===== src/rtl/change_dispenser.sv =====
// Change dispenser: drives the soda motor, then pays change greedily (dimes first)
// one coin per valid/ready handshake, stalling in FAULT when inventory runs short.
module change_dispenser #(
  parameter int CNT_W       = 4,
  parameter int NICKEL_INIT = 8,
  parameter int DIME_INIT   = 8
) (
  input  logic             clk_i,
  input  logic             rst_i,
  input  logic             soda_i,
  input  logic [2:0]       change_i,
  output logic             vend_o,
  input  logic             vend_ack_i,
  output logic             coin_valid_o,
  output logic             coin_dime_o,
  input  logic             coin_ready_i,
  input  logic             refill_i,
  output logic             busy_o,
  output logic             done_o,
  output logic             fault_o,
  output logic             illegal_o,
  output logic [CNT_W-1:0] nickel_cnt_o,
  output logic [CNT_W-1:0] dime_cnt_o
);

  typedef enum logic [2:0] {
    S_IDLE,
    S_VEND,
    S_CHANGE,
    S_DONE,
    S_FAULT
  } state_t;

  state_t           state_q;
  logic [2:0]       rem_q;
  logic [CNT_W-1:0] nickel_q;
  logic [CNT_W-1:0] dime_q;
  logic             vend_q;
  logic             coin_valid_q;
  logic             coin_dime_q;
  logic             busy_q;
  logic             done_q;
  logic             fault_q;
  logic             illegal_q;

  logic [1:0]       pick_d;
  logic [2:0]       rem_after_d;
  logic             xfer_d;

  // Returns {coin available, coin is a dime}; dimes take priority when rem >= 2.
  function automatic logic [1:0] pick_coin(input logic [2:0]       rem,
                                           input logic [CNT_W-1:0] nickels,
                                           input logic [CNT_W-1:0] dimes);
    if (rem >= 3'd2 && dimes != '0) return 2'b11;
    if (rem != 3'd0 && nickels != '0) return 2'b10;
    return 2'b00;
  endfunction

  always_comb begin
    pick_d      = pick_coin(rem_q, nickel_q, dime_q);
    xfer_d      = coin_valid_q && coin_ready_i;
    rem_after_d = rem_q - (coin_dime_q ? 3'd2 : 3'd1);
  end

  always_ff @(posedge clk_i) begin
    if (rst_i) begin
      state_q      <= S_IDLE;
      rem_q        <= 3'd0;
      nickel_q     <= CNT_W'(NICKEL_INIT);
      dime_q       <= CNT_W'(DIME_INIT);
      vend_q       <= 1'b0;
      coin_valid_q <= 1'b0;
      coin_dime_q  <= 1'b0;
      busy_q       <= 1'b0;
      done_q       <= 1'b0;
      fault_q      <= 1'b0;
      illegal_q    <= 1'b0;
    end else begin
      done_q <= 1'b0;
      case (state_q)
        S_IDLE: begin
          if (refill_i) begin
            nickel_q <= CNT_W'(NICKEL_INIT);
            dime_q   <= CNT_W'(DIME_INIT);
          end
          if (soda_i) begin
            if (change_i > 3'd4) begin
              rem_q     <= 3'd0;
              illegal_q <= 1'b1;
            end else begin
              rem_q <= change_i;
            end
            state_q <= S_VEND;
            vend_q  <= 1'b1;
            busy_q  <= 1'b1;
          end
        end

        S_VEND: begin
          if (vend_ack_i) begin
            vend_q <= 1'b0;
            if (rem_q == 3'd0) begin
              state_q <= S_DONE;
              done_q  <= 1'b1;
            end else if (pick_d[1]) begin
              state_q      <= S_CHANGE;
              coin_valid_q <= 1'b1;
              coin_dime_q  <= pick_d[0];
            end else begin
              state_q <= S_FAULT;
              fault_q <= 1'b1;
            end
          end
        end

        // coin_valid_q low in this state is the one-cycle gap between coins,
        // where the next coin is chosen from the already-updated inventory.
        S_CHANGE: begin
          if (coin_valid_q) begin
            if (xfer_d) begin
              if (coin_dime_q) begin
                if (dime_q != '0) dime_q <= dime_q - CNT_W'(1);
              end else begin
                if (nickel_q != '0) nickel_q <= nickel_q - CNT_W'(1);
              end
              rem_q        <= rem_after_d;
              coin_valid_q <= 1'b0;
              coin_dime_q  <= 1'b0;
              if (rem_after_d == 3'd0) begin
                state_q <= S_DONE;
                done_q  <= 1'b1;
              end
            end
          end else if (pick_d[1]) begin
            coin_valid_q <= 1'b1;
            coin_dime_q  <= pick_d[0];
          end else begin
            state_q <= S_FAULT;
            fault_q <= 1'b1;
          end
        end

        S_DONE: begin
          state_q <= S_IDLE;
          busy_q  <= 1'b0;
        end

        S_FAULT: begin
          if (refill_i) begin
            nickel_q <= CNT_W'(NICKEL_INIT);
            dime_q   <= CNT_W'(DIME_INIT);
            fault_q  <= 1'b0;
            state_q  <= S_CHANGE;
          end
        end

        default: begin
          state_q      <= S_IDLE;
          vend_q       <= 1'b0;
          coin_valid_q <= 1'b0;
          busy_q       <= 1'b0;
          fault_q      <= 1'b0;
        end
      endcase
    end
  end

  assign vend_o       = vend_q;
  assign coin_valid_o = coin_valid_q;
  assign coin_dime_o  = coin_dime_q;
  assign busy_o       = busy_q;
  assign done_o       = done_q;
  assign fault_o      = fault_q;
  assign illegal_o    = illegal_q;
  assign nickel_cnt_o = nickel_q;
  assign dime_cnt_o   = dime_q;

endmodule


===== config.mk =====
export PLATFORM = sky130hd
export DESIGN_NAME = change_dispenser
export DESIGN_NICKNAME = d
export VERILOG_FILES = /design/src/rtl/change_dispenser.sv
export SDC_FILE = /design/constraint.sdc
export NUM_CORES = 1
export LEC_CHECK = 0
export ABC_AREA = 1
export BUFFER_PORTS_ARGS = -buffer_cell sky130_fd_sc_hd__buf_2
export CAP_MARGIN = 5
export CELL_PAD_IN_SITES_DETAIL_PLACEMENT = 1
export CELL_PAD_IN_SITES_GLOBAL_PLACEMENT = 1
export CORE_ASPECT_RATIO = 2
export CORE_MARGIN = 3
export CORE_UTILIZATION = 40
export DETAILED_ROUTE_END_ITERATION = 8
export PLACE_DENSITY = 0.87
export SETUP_SLACK_MARGIN = 0.2
export SLEW_MARGIN = 30
export SYNTH_ARGS = -nofsm -noshare
export SYNTH_HDL_FRONTEND = slang
export SYNTH_SLANG_ARGS = --single-unit
export TNS_END_PERCENT = 10

===== constraint.sdc =====
create_clock -name clk_i -period 5.38 [get_ports clk_i]
set_input_delay 0.538 -clock clk_i [delete_from_list [all_inputs] [get_ports clk_i]]
set_output_delay 0.538 -clock clk_i [all_outputs]
set_load 0.05 [all_outputs]

==> run metrics <==
status complete, no violations; CP startpoint kind register; critical path class reg2reg; GR Util All Layers 20.8%; cts repair resizes 0; area grow syn2layout 14.7%; Setup Buffers After CTS 0; clock tree buffer depth 2; Min Hold Slack 475 ps; hpwl dp 2980 um; DIE AREA 3930 sq um; Hold Violations, Final 0; clock sink count 21; Final #Nets 238; count of different cell masters after synthesis 26; Hold Path Stages 2; placed instance count 250; WP data required 5580 ps; Root Driver clkbuf_8; synthesized net count 212; routed len/inst 14.3 um; Synth Register Bits 21; MaxCap Viol Count 0; clock period minus worst slack 2000 ps; Die X 45.9 um; RSZ-0062 raised after global routing no; TritonCTS clock tree done; CTS clk-pin slew, worst paths 90 ps; final instance count without filler cells 254; Synth Instances 199; PortBufs 23; Pleak 0.789 nW; Critical Path AT 2200 ps; setup TNS 0 ps; critical register-to-register path startpoint coin_dime_o; vias in the first global route 1431; Seq/Total Area, Yosys 33.1%; initial antenna violation count 0; ANT nets after route 0; CP Capture Type register; worst setup path startpoint coin_dime_o; via count 1369; Post-Route WL 3640 um; core box area 3010 sq um; crit share post-route 37.2%; layout cells sized above 1 18.8%; initial core utilization 42.2%; Final Wtd Congestion 0.957; commonest non-fill, non-tap cells in the layout 50 x nand2_1, 28 x inv_1, 23 x buf_2; number of synthesized flops with an enable pin 0; Final Max Tran Viols 0; Worst Hold Class reg2reg; DR DRC count 0; Max IR drop VDD 276 uV; Syn Area/Cell 6.39 sq um; Num CTS Buffers 3; Ys Warns 0; gr ovfl total 0; Mapped Area 1270 sq um; Vias/cell 5.39; htree depth 1; Slew Limit Headroom 68.1%; skew final 12.8 ps; CTS Hold Bufs 0; hold path startpoint fault_o; internal reg-to-reg setup slack 3380 ps; Reg2Reg Depth 9; die height 85.7 um; asr flop ratio synth 0%; largest net degree at the start of global routing 12; n_diodes 0; Final setup viols 0; first-iteration detailed-routing DRC count 33; top-level port count 24; Max Fclk 0.500 GHz; clk_lat worst skew 280 ps; WHS Endpoint fault_o; row cnt 28; Slew @ Worst Pin 473 ps; first-pass GRT wire length 6200 um; Power Density 702 nW/um^2; most common cell after layout, fill and taps aside nand2_1; CP Max Fanout 5; R2R Path End state_q[1]; top_reg_cell synth dfxtp_1; DRT Pass-1 Iters 4
-- routing by layer --
layer  routed length (um)  GRT usage [%]  up-vias
met2                 2040           37.9       25
met5                    0              0        -
met3                  100           1.68        9
met1                 1380           22.4      648
li1                     -              -      687
met4                  114           9.59        0
-- layout make-up --
| class | instances | area (sq um) |
|---|---|---|
| inverters | 34 | 128 |
| fillers | 433 | 1560 |
| repair buffers | 23 | 115 |
| well taps | 30 | 37.5 |
| flip-flops and latches | 21 | 420 |
| multi-input cells | 142 | 712 |
| clock buffers | 4 | 45.0 |
-- sequential cells by signal, indices dropped and copies added, names as in the netlist --
signal	cells
busy_o	1
state_q	3
nickel_cnt_o	4
done_o	1
fault_o	1
rem_q	3
coin_dime_o	1
illegal_o	1
dime_cnt_o	4
vend_o	1
coin_valid_o	1
-- synthesized netlist by cell type (all sizes together) (2+ instances only) --
library cell   n  share of area [%]
a21oi         18                7.1
dfxtp         21                 33
nor3           2               0.79
nor2          16                5.5
nand3         22                9.1
xor2           2                1.4
o21ai         14                5.8
ha             3                3.0
nand4          4                2.0
inv           34                 10
or2            2               0.98
nand2         54                 17
-- power by group --
group | switching [W] | internal (W)
clock network | 0.0000584 | 0.0000530
logic | 0.000453 | 0.000192
registers | 0.0000566 | 0.000210
-- through the flow --
stage               util, %  total power (W)  setup WS (ps)  cell area [sq um]
detailed placement     46.9         0.000920           3420               1410
global route           48.4          0.00113           3200               1460
CTS                    48.4          0.00103           3380               1460
finish                 48.4          0.00102           3380               1460
floorplan                 -         0.000763           3230               1270
global placement       46.9         0.000901           3520               1410
-- worst max-delay path, stage by stage, from the launching register on --
cell and delay [ps]:
dfxtp_1 430, inv_1 120, ha_1 230, fa_1 500
nand2_1 50, inv_1 70, a21oi_1 60, nor2_1 190
nand3_1 100, a21oi_1 160
-- worst max-delay path by stage --
| stage | cells after the start | slack [ps] | endpoint |
|---|---|---|---|
| 4_1_cts | 9 | 3380 | state_q[1] |
| 5_1_grt | 11 | 3200 | state_q[1] |
| 3_3_place_gp | 10 | 3520 | state_q[1] |
| 2_1_floorplan | 10 | 3230 | state_q[1] |
| 3_5_place_dp | 10 | 3420 | state_q[1] |
| 6_report | 9 | 3380 | state_q[1] |
-- kinds of logic (layout without fill, tap and decap cells) --
| kind of cell | after synthesis | count (layout) | share of synthesized area, % |
|---|---|---|---|
| fa+ha+maj | 4 | 4 | 4.53 |
| flops | 21 | 21 | 33.1 |
| buf+inv | 36 | 61 | 10.9 |
| xor+xnor | 2 | 2 | 1.38 |
| compound gates | 34 | 34 | 14.0 |
| simple gates | 102 | 102 | 36.1 |
(Power assumes the default switching activity.)
